`config.mk`:
```
export PLATFORM = sky130hd
export DESIGN_NAME = writeback_unit
export DESIGN_NICKNAME = d
export VERILOG_FILES = /design/src/rtl/writeback_unit.sv
export SDC_FILE = /design/constraint.sdc
export NUM_CORES = 1
export LEC_CHECK = 0
export ABC_AREA = 1
export BUFFER_PORTS_ARGS = -buffer_cell sky130_fd_sc_hd__buf_4
export CORE_MARGIN = 2
export CORE_UTILIZATION = 45
export DETAILED_ROUTE_END_ITERATION = 8
export PLACE_DENSITY = 0.63
export SYNTH_ARGS = -nofsm -noshare
export SYNTH_HDL_FRONTEND = slang
export SYNTH_SLANG_ARGS = --single-unit
export TNS_END_PERCENT = 30
```
`constraint.sdc`:
```
create_clock -name clock -period 4.5 [get_ports clock]
set_input_delay 0.225 -clock clock [delete_from_list [all_inputs] [get_ports clock]]
set_output_delay 0.225 -clock clock [all_outputs]
set_load 0.005 [all_outputs]
```
`src/rtl/writeback_unit.sv`:
```
// Writeback stage: merges un-stallable ALU results with buffered load results into a
// single registered register-file write port and tracks pending writes in a scoreboard.
package writeback_unit_pkg;
  typedef enum logic {RF_IDLE = 1'b0, WRITE_REG_DATA = 1'b1} reg_file_op_t;
endpackage

module writeback_unit
  import writeback_unit_pkg::*;
#(
  parameter int WORD_SIZE = 32,
  parameter int REG_NUM   = 32,
  parameter int LQ_DEPTH  = 4
) (
  input  logic                 clock,
  input  logic                 reset,
  input  logic                 alu_valid,
  input  logic [4:0]           alu_rd,
  input  logic [WORD_SIZE-1:0] alu_data,
  input  logic                 ld_valid,
  output logic                 ld_ready,
  input  logic [4:0]           ld_rd,
  input  logic [WORD_SIZE-1:0] ld_data,
  input  logic                 issue_valid,
  input  logic [4:0]           issue_rd,
  output logic [REG_NUM-1:0]   busy,
  output logic                 stall_req,
  output reg_file_op_t         rf_op,
  output logic [4:0]           rf_rd,
  output logic [WORD_SIZE-1:0] rf_data
);

  localparam int PTR_W = $clog2(LQ_DEPTH);
  localparam int CNT_W = PTR_W + 1;

  logic [PTR_W-1:0]     wr_ptr_reg, rd_ptr_reg;
  logic [CNT_W-1:0]     count_reg;
  logic [4:0]           lq_rd_mem   [LQ_DEPTH];
  logic [WORD_SIZE-1:0] lq_data_mem [LQ_DEPTH];

  logic                 push, pop, alu_sel, fifo_sel, sel_valid;
  logic [4:0]           sel_rd;
  logic [WORD_SIZE-1:0] sel_data;

  reg_file_op_t         rf_op_reg;
  logic [4:0]           rf_rd_reg;
  logic [WORD_SIZE-1:0] rf_data_reg;
  logic [REG_NUM-1:1]   busy_reg;

  assign ld_ready  = (count_reg < CNT_W'(LQ_DEPTH));
  assign stall_req = (count_reg >= CNT_W'(LQ_DEPTH - 1));

  // Loads to x0 complete the handshake but never occupy a buffer slot.
  assign push     = ld_valid && ld_ready && (ld_rd != 5'd0);
  assign alu_sel  = alu_valid && (alu_rd != 5'd0);
  assign fifo_sel = !alu_sel && (count_reg != '0);
  assign pop      = fifo_sel;

  always_comb begin
    sel_valid = 1'b0;
    sel_rd    = 5'd0;
    sel_data  = '0;
    if (alu_sel) begin
      sel_valid = 1'b1;
      sel_rd    = alu_rd;
      sel_data  = alu_data;
    end else if (fifo_sel) begin
      sel_valid = 1'b1;
      sel_rd    = lq_rd_mem[rd_ptr_reg];
      sel_data  = lq_data_mem[rd_ptr_reg];
    end
  end

  // Storage carries no reset; validity is tracked solely by count_reg.
  always_ff @(posedge clock) begin
    if (push) begin
      lq_rd_mem[wr_ptr_reg]   <= ld_rd;
      lq_data_mem[wr_ptr_reg] <= ld_data;
    end
  end

  always_ff @(posedge clock or negedge reset) begin
    if (!reset) begin
      wr_ptr_reg <= '0;
      rd_ptr_reg <= '0;
      count_reg  <= '0;
    end else begin
      if (push) wr_ptr_reg <= wr_ptr_reg + PTR_W'(1);
      if (pop)  rd_ptr_reg <= rd_ptr_reg + PTR_W'(1);
      case ({push, pop})
        2'b10:   count_reg <= count_reg + CNT_W'(1);
        2'b01:   count_reg <= count_reg - CNT_W'(1);
        default: count_reg <= count_reg;
      endcase
    end
  end

  always_ff @(posedge clock or negedge reset) begin
    if (!reset) begin
      rf_op_reg   <= RF_IDLE;
      rf_rd_reg   <= 5'd0;
      rf_data_reg <= '0;
    end else begin
      rf_op_reg   <= sel_valid ? WRITE_REG_DATA : RF_IDLE;
      rf_rd_reg   <= sel_rd;
      rf_data_reg <= sel_data;
    end
  end

  assign rf_op   = rf_op_reg;
  assign rf_rd   = rf_rd_reg;
  assign rf_data = rf_data_reg;

  // A new issue to a register wins over the retiring write of its previous producer.
  generate
    for (genvar gi = 1; gi < REG_NUM; gi++) begin : g_busy
      logic set_bit, clr_bit;
      assign set_bit = issue_valid && (issue_rd == 5'(gi));
      assign clr_bit = sel_valid && (sel_rd == 5'(gi));
      always_ff @(posedge clock or negedge reset) begin
        if (!reset) busy_reg[gi] <= 1'b0;
        else        busy_reg[gi] <= set_bit | (busy_reg[gi] & ~clr_bit);
      end
    end
  endgenerate

  assign busy = {busy_reg, 1'b0};

endmodule

```
==> results.sh, run 1 <==
export IMPL_status="complete, no violations"
export IMPL_pin_count=156
export IMPL_crit_path_end_kind="flip-flop"
export IMPL_drc=0
export IMPL_power_density_cell_area_nw_per_um2=594
export IMPL_insertion_delay_ps=510
export IMPL_netlist_instances=768
export IMPL_clkTransAtPathRegs_ps=60
export IMPL_wl_met1_microns=9000
export IMPL_period_share_pct=62.4
export IMPL_hold_viol_final=0
export IMPL_wl_met3_microns=981
export IMPL_synth_most_common_cell="nand2_1"
export IMPL_antenna_found_initial=0
export IMPL_drive_above_1_share_pct=23.2
export IMPL_grt_use_total_pct=19.5
export IMPL_post_place_cells=1156
export IMPL_htree_levels=1
export IMPL_io_buffers=154
export IMPL_r2r_slack_ps=1690
export IMPL_die_width_microns=146
export IMPL_slew_viol_final=0
export IMPL_routedWlPerCell_microns=16.0
export IMPL_area_growth_pct=32.3
export IMPL_syn_nets=858
export IMPL_synth_area_sq_um=9030
export IMPL_slew_headroom_pct=20.7
export IMPL_hold_buffers=68
export IMPL_tns_ps=0
export IMPL_critPathKind="flip-flop to flip-flop"
export IMPL_cp_start_kind="flip-flop"
export IMPL_routed_wl_microns=20300
export IMPL_synth_top_flop_cell="edfxtp_1"
export IMPL_hpwl_microns=12500
export IMPL_grt_pass1_wl_microns=33300
export IMPL_synth_top_area_share_pct=49.2
export IMPL_core_area_sq_um=19600
export IMPL_final_setup_viol_count=0
export IMPL_worst_path_max_fanout=108
export IMPL_worstMarginPinSlew_ps=1190
export IMPL_critical_path_top_delay_family="flip-flops"
export IMPL_worst_hold_path_num_cells=2
export IMPL_cp_depth=9
export IMPL_clockBufferDepth=3
export IMPL_finClkSkew_ps=6.40
export IMPL_ys_ff_latch=224
export IMPL_critPathBufInv=2
export IMPL_dieArea_sq_um=21200
export IMPL_largest_register_ffs=128
export IMPL_min_period_ps=2810
export IMPL_irDropWorstVdd_v=0.000281
export IMPL_p_leak_nw=5.05
export IMPL_vias=6322
export IMPL_cts_sinks=224
export IMPL_grt_pass1_vias=6289
export IMPL_gp_congestion=0.788
export IMPL_antenna_left=0
export IMPL_synth_seq_area_share_pct=70.3
export IMPL_final_nets=1075
export IMPL_cp_arrival_ps=3210
export IMPL_final_area_sq_um=11900
export IMPL_grt_overflow=0
export IMPL_min_delay_path_class="input pin to flip-flop"
export IMPL_vias_per_cell=4.99
export IMPL_post_route_util_pct=61.0
export IMPL_grt_max_degree=109
export IMPL_slowest_stage="dfrtp_4"
export IMPL_postSynth_asyncResetShare_pct=33.9
export IMPL_yosysWarnings=0
export IMPL_yosysTopAreaCell="edfxtp_1"
export IMPL_cts_buffers=24
export IMPL_syn_area_per_cell_sq_um=11.8
export IMPL_num_rows=51
export IMPL_pre_cts_slack_ps=1700
export IMPL_drt_iter0_drc=391
export IMPL_die_h_microns=146
export IMPL_place_area_sq_um=10400
export IMPL_final_cells=1268
export IMPL_rsz0062_at_grt="false"
export IMPL_synth_cell_types=31
export IMPL_cts_tree="done"
export IMPL_post_cts_buffers=0
export IMPL_yosys_top_cells_area="edfxtp_1 49%, dfrtp_1 21%, nand2_1 8.1%"
export IMPL_slowest_delay_ps=1130
export IMPL_initial_utilization_pct=46.1
export IMPL_detail_route_first_pass_iterations=5
export IMPL_worst_r2r_path_depth=9
export IMPL_worstPathRequired_ps=4900
export IMPL_cts_root_buf="clkbuf_16"
export IMPL_cp_common_cell="nand2_1"
export IMPL_n_antenna_cell=0
export IMPL_maxCapViolations=0
export IMPL_wl_met2_microns=9960
export IMPL_ys_top_cells_by_count="196 x nand2_1, 148 x edfxtp_1, 76 x dfrtp_1, 76 x nand3_1, 65 x inv_1"
export IMPL_fmax_ghz=0.356
export IMPL_synth_edf_count=148
export IMPL_layout_setup_ws_ps=1690
export IMPL_path_cells="inv_6 > nand2_1 > nand3_1 > nand4_1 > nand2_2 > inv_2 > nand3_1 > nand2_1 > nand2_1"
export IMPL_cts_resized=0
export IMPL_routed_top_layer="met4"
cell usage in the layout (no fill, tap or decap), types with 3 or more instances in the layout:
cell type      synthesis  routed
edfxtp_1             148     148
clkinv_2               1       8
nand2_1              196     196
inv_1                 65      65
nor2_1                28      24
bufinv_16              0       5
xor2_1                 3       3
inv_2                  7       7
o21ai_0               35      35
nand2_2                4       4
clkbuf_16              0      25
nand2_4                3       3
buf_4                  3     158
a32o_1                32      32
ha_1                   5       5
a21oi_1               34      34
nand3_1               76      76
dfrtp_1               76      75
dlygate4sd3_1          0      68
nor2_4                 3       8
worst reg2reg max path, delay by kind of cell, from the launching register on:
family | cells | cell delay, ps
flip-flops | 1 | 1130
AND/OR/NAND/NOR | 7 | 860
buffers and inverters | 2 | 720
cell type report:
cell class | instances | area (sq um)
repair buffers | 226 | 1870
multi-input cells | 435 | 2250
clock inverters | 16 | 208
inverters | 74 | 284
flip-flops and latches | 224 | 6350
fillers | 1585 | 7640
well taps | 265 | 332
clock buffers | 28 | 657
per-stage QoR:
stage	hold slack [ps]	total power [mW]
6_report	23.9	7.09
5_1_grt	16.7	7.53
4_1_cts	12.0	7.17
3_5_place_dp	278	4.99
3_3_place_gp	275	4.97
2_1_floorplan	-70.6	4.13
cells by family after synthesis:
logic type | share of synthesized area, %
flops | 70.3
simple gates | 15.5
compound gates | 7.73
buf+inv | 5.19
xor+xnor | 0.388
other cells | 0.0415
fa+ha+maj | 0.914
power breakdown:
part	total (mW)	switching [mW]	leakage [nW]	internal [mW]
clock network	2.12	0.790	0.425	1.33
logic	1.96	1.11	2.36	0.853
registers	3.02	0.332	2.27	2.68
total	7.09	2.23	5.05	4.86
routing by layer:
| layer | GRT usage (%) | vias up |
|---|---|---|
| met2 | 32.8 | 165 |
| li1 | - | 3069 |
| met1 | 26.9 | 3053 |
| met3 | 3.10 | 35 |
| met5 | 0 | - |
| met4 | 4.26 | 0 |
path summary, 6_finish.rpt:
kind                               start            end
hold / removal              alu_data[31]    rf_data[31]
max in group asynchronous          reset  rd_ptr_reg[0]
setup / recovery           rd_ptr_reg[0]        busy[7]
min in group asynchronous          reset     rf_data[8]
setup reg to reg           rd_ptr_reg[0]        busy[7]
hold reg to reg                 busy[16]       busy[16]
(Power assumes the default switching activity.)
==> inputs of run 2 (changes only) <==
- clock period: 4.5 -> 2.8 ns (I/O delays scaled with it)
==> results.sh, run 2 (synthesis gave the netlist of run 1 again) <==
export IMPL_final_cells=1286
export IMPL_cp_start_kind="input pin"
export IMPL_initial_utilization_pct=46.1
export IMPL_routedWlPerCell_microns=16.2
export IMPL_drc=0
export IMPL_num_fill_cells=1548
export IMPL_min_delay_path_class="input pin to flip-flop"
export IMPL_largest_register_ffs=128
export IMPL_slowest_stage="dlygate4sd3_1"
export IMPL_grt_max_degree=83
export IMPL_post_place_cells=1164
export IMPL_slew_viol_final=0
export IMPL_antenna_found_initial=2
export IMPL_detail_route_first_pass_iterations=5
export IMPL_tns_ps=0
export IMPL_cts_root_buf="clkbuf_16"
export IMPL_area_growth_pct=34.5
export IMPL_grt_overflow=0
export IMPL_swShare_pct=32.0
export IMPL_irDropWorstVdd_v=0.000590
export IMPL_die_h_microns=146
export IMPL_maxCapViolations=0
export IMPL_routed_wl_microns=20900
export IMPL_critPathKind="input pin to flip-flop"
export IMPL_crit_path_end_kind="flip-flop"
export IMPL_vias_per_cell=4.92
export IMPL_htree_levels=1
export IMPL_hpwl_microns=12900
export IMPL_pre_cts_slack_ps=630
export IMPL_insertion_delay_ps=530
export IMPL_core_area_sq_um=19600
export IMPL_final_nets=1091
export IMPL_p_comb_share_pct=29.8
export IMPL_layout_setup_ws_ps=594
export IMPL_p_int_mw=7.79
export IMPL_io_buffers=154
export IMPL_cp_arrival_ps=2610
export IMPL_grt_pass1_vias=6413
export IMPL_vias=6331
export IMPL_grt_pass1_wl_microns=33500
export IMPL_period_share_pct=78.8
export IMPL_total_power_mw=11.5
export IMPL_worst_hold_path_num_cells=5
export IMPL_rsz0062_at_grt="false"
export IMPL_path_cells="dlygate4sd3_1 > buf_4 > nor2_1 > nand2_1 > nand3_1 > ha_1 > inv_1 > fa_1 > a21oi_1 > o21ai_0 > xor2_1"
export IMPL_status="complete, no violations"
export IMPL_cts_tree="done"
export IMPL_fmax_ghz=0.453
export IMPL_worst_r2r_path_depth=8
export IMPL_place_area_sq_um=10500
export IMPL_p_leak_nw=5.11
export IMPL_drive_above_1_share_pct=23.9
export IMPL_final_area_sq_um=12100
export IMPL_power_density_cell_area_nw_per_um2=943
export IMPL_clkTransAtPathRegs_ps=60
export IMPL_slowest_delay_ps=550
export IMPL_seqPwrFrac_pct=40.9
export IMPL_critPathBufInv=3
export IMPL_worst_path_max_fanout=8
export IMPL_dieArea_sq_um=21200
export IMPL_final_setup_viol_count=0
export IMPL_critical_path_top_delay_family="buffers and inverters"
export IMPL_min_period_ps=2210
export IMPL_die_width_microns=146
export IMPL_pin_count=156
export IMPL_grt_use_total_pct=19.8
export IMPL_gp_congestion=0.805
export IMPL_finClkSkew_ps=23.2
export IMPL_final_cell_mix="196 x nand2_1, 162 x buf_4, 148 x edfxtp_1"
export IMPL_cts_buffers=24
export IMPL_cts_sinks=224
export IMPL_final_common_cell="nand2_1"
export IMPL_worstPathRequired_ps=3210
export IMPL_worstMarginPinSlew_ps=1020
export IMPL_hold_viol_final=0
export IMPL_slew_headroom_pct=32.1
export IMPL_drt_iter0_drc=382
export IMPL_power_frac_clock_pct=29.3
export IMPL_power_switching_mw=3.66
export IMPL_clockBufferDepth=3
export IMPL_antenna_left=0
export IMPL_num_rows=51
export IMPL_cp_depth=11
==> run 2: layout make-up <==
type	count	area (sq um)	share of cell area, %
Tap cell	265	332	2.73
Timing Repair Buffer	242	2060	16.9
Clock inverter	17	224	1.84
Inverter	74	284	2.34
Multi-Input combinational cell	435	2250	18.5
Clock buffer	27	642	5.28
Sequential cell	224	6350	52.3
Antenna cell	2	5.00	0.0412
==> run 2: worst register-to-register path, delay by kind of cell, from the launching register on <==
kind	cells	cell delay [ps]
buffers and inverters	2	170
AOI/OAI and AO/OA	2	250
DFF	1	390
xor gates and xnor gates	1	150
and+or+nand+nor	1	480
adders and majority gates	2	610
==> run 2: through the flow <==
step / hold slack (ps) / util [%]
floorplan: -156 / -
global placement: 190 / 53.7
detailed placement: 185 / 53.7
CTS: 35.1 / 62.0
global route: 76.8 / 62.0
finish: 62.0 / 62.0
==> run 2: metal layers <==
metal / share of wire [%] / GRT usage [%]
met5: 0 / 0
met3: 5.9 / 3.79
met2: 47 / 32.4
met4: 2.7 / 6.13
met1: 44 / 26.9
==> run 2: timing repair <==
item | 4_1_cts | 5_1_grt
resized for setup | 0 | 0
hold endpoints to repair | 225 | 0
buffers inserted | 0 | 0
hold buffers | 76 | 0
==> run 2: path summary, 6_finish.rpt <==
kind,start,end,slack (ps)
worst max-delay path,ld_rd[1],count_reg[2],590
worst min-delay path,alu_rd[3],rf_op,60
worst max register to register,count_reg[2],count_reg[2],630
worst min register to register,busy[30],busy[30],470
max in group asynchronous,reset,rf_data[11],1890
min in group asynchronous,reset,rf_data[18],170
==> run 2: power groups by stage <==
| stage | sequential, mW | combinational (mW) | clock [mW] |
|---|---|---|---|
| after floorplan | 4.67 | 1.97 | 0 |
| after global placement | 4.75 | 3.33 | 0 |
| after detailed placement | 4.75 | 3.37 | 0 |
| after CTS | 4.69 | 3.47 | 3.42 |
| after global routing | 4.76 | 3.82 | 3.56 |
| final | 4.69 | 3.41 | 3.35 |
==> inputs of run 3 (changes only) <==
- clock period: 2.8 -> 2.1 ns (I/O delays scaled with it)
==> results.sh, run 3 (synthesis gave the netlist of run 1 again) <==
export IMPL_worst_path_max_fanout=4
export IMPL_grt_pass1_wl_microns=34100
export IMPL_drive_above_1_share_pct=23.8
export IMPL_final_area_sq_um=12200
export IMPL_status="complete, no violations"
export IMPL_die_h_microns=146
export IMPL_dieArea_sq_um=21200
export IMPL_clockBufferDepth=3
export IMPL_finClkSkew_ps=12.5
export IMPL_post_place_cells=1174
export IMPL_maxCapViolations=0
export IMPL_clkTransAtPathRegs_ps=60
export IMPL_p_leak_nw=5.16
export IMPL_period_share_pct=88.2
export IMPL_drt_iter0_drc=408
export IMPL_cp_arrival_ps=2230
export IMPL_hpwl_microns=13100
export IMPL_htree_levels=1
export IMPL_io_buffers=154
export IMPL_final_common_cell="nand2_1"
export IMPL_vias=6461
export IMPL_irDropWorstVdd_v=0.000708
export IMPL_whs_ps=31.8
export IMPL_antenna_found_initial=1
export IMPL_min_delay_path_class="input pin to flip-flop"
export IMPL_final_setup_viol_count=0
export IMPL_fmax_ghz=0.540
export IMPL_final_cell_mix="196 x nand2_1, 170 x buf_4, 148 x edfxtp_1"
export IMPL_drc=0
export IMPL_rsz0062_at_grt="false"
export IMPL_hold_viol_final=0
export IMPL_power_density_cell_area_nw_per_um2=1250
export IMPL_pin_count=156
export IMPL_cts_sinks=224
export IMPL_num_rows=51
export IMPL_routed_wl_microns=21300
export IMPL_cts_root_buf="clkbuf_16"
export IMPL_final_nets=1103
export IMPL_worstPathRequired_ps=2470
export IMPL_grt_max_degree=67
export IMPL_cts_tree="done"
export IMPL_total_power_mw=15.2
export IMPL_largest_register_ffs=128
export IMPL_grt_use_total_pct=20.2
export IMPL_grt_overflow=0
export IMPL_pre_cts_slack_ps=291
export IMPL_critPathKind="input pin to flip-flop"
export IMPL_gp_congestion=0.803
export IMPL_final_cells=1295
export IMPL_die_width_microns=146
export IMPL_vias_per_cell=4.99
export IMPL_routedWlPerCell_microns=16.4
export IMPL_post_cts_buffers=0
export IMPL_cts_buffers=24
export IMPL_crit_path_end_kind="flip-flop"
export IMPL_layout_setup_ws_ps=248
export IMPL_worstMarginPinSlew_ps=680
export IMPL_slew_headroom_pct=54.6
export IMPL_grt_pass1_vias=6464
export IMPL_antenna_left=0
export IMPL_r2r_slack_ps=260
export IMPL_core_area_sq_um=19600
export IMPL_initial_utilization_pct=46.1
export IMPL_detail_route_first_pass_iterations=6
export IMPL_area_growth_pct=35.0
export IMPL_cp_start_kind="input pin"
export IMPL_insertion_delay_ps=510
export IMPL_slew_viol_final=0
export IMPL_place_area_sq_um=10600
export IMPL_min_period_ps=1850
## run 3: cell count changes in the layout (fill, tap and decap cells not counted), sizes merged
cell / delta
buf: +10
clkbuf: +5
clkinvlp: -5
dlygate4sd3: +2
bufinv: -1
clkinv: -1
diode: -1
## run 3: through the flow
stage	utilization [%]	setup TNS, ps
2_1_floorplan	-	-21630
3_3_place_gp	54.2	0
3_5_place_dp	54.2	0
4_1_cts	62.2	0
5_1_grt	62.2	0
6_report	62.2	0
## run 3: cell type report
cell class	count	area (sq um)
fillers	1566	7400
inverters	74	284
clock buffers	32	662
multi-input cells	435	2250
well taps	265	332
flip-flops and latches	224	6350
diodes	1	2.50
clock inverters	10	135
repair buffers	254	2180
## run 3: final timing paths
check                             start      endpoint  cells past startpoint
min                         issue_rd[0]      busy[28]                      6
max in group asynchronous         reset   rf_data[21]                      3
max reg2reg                count_reg[0]      busy[28]                      8
min reg2reg                     busy[2]       busy[2]                      2
max                           alu_rd[4]  count_reg[2]                     13
min in group asynchronous         reset       busy[6]                      2
## run 3: power by group
| group | leakage, nW | internal, mW | switching (mW) |
|---|---|---|---|
| Clock | 0.379 | 2.58 | 1.68 |
| Sequential | 2.27 | 5.75 | 0.461 |
| Combinational | 2.51 | 2.02 | 2.70 |
## run 3: critical path, stage by stage
cell	delay [ps]
dlygate4sd3_1	550
buf_4	140
nor2_1	90
nand3_1	90
nand2_2	80
inv_2	60
nor2_4	80
ha_1	140
inv_1	70
fa_1	380
a21oi_1	140
o21ai_0	130
xor2_1	170
## run 3: per-layer routing
layer  track usage (%)  up-vias  routed length, microns  share of wire [%]
met5                 0        -                       0                  0
met1              27.3     3127                    9490                 45
met2              33.9      183                   10300                 49
met3              3.89       28                    1160                5.5
met4              4.85        0                     303                1.4
li1                  -     3123                       -                  -
## run 3: what timing repair did
| action | CTS | global route |
|---|---|---|
| setup endpoints to repair | 0 | 0 |
| endpoints found under the hold margin | 235 | 0 |
| gates resized for setup | 0 | 0 |
| hold buffers | 78 | 0 |
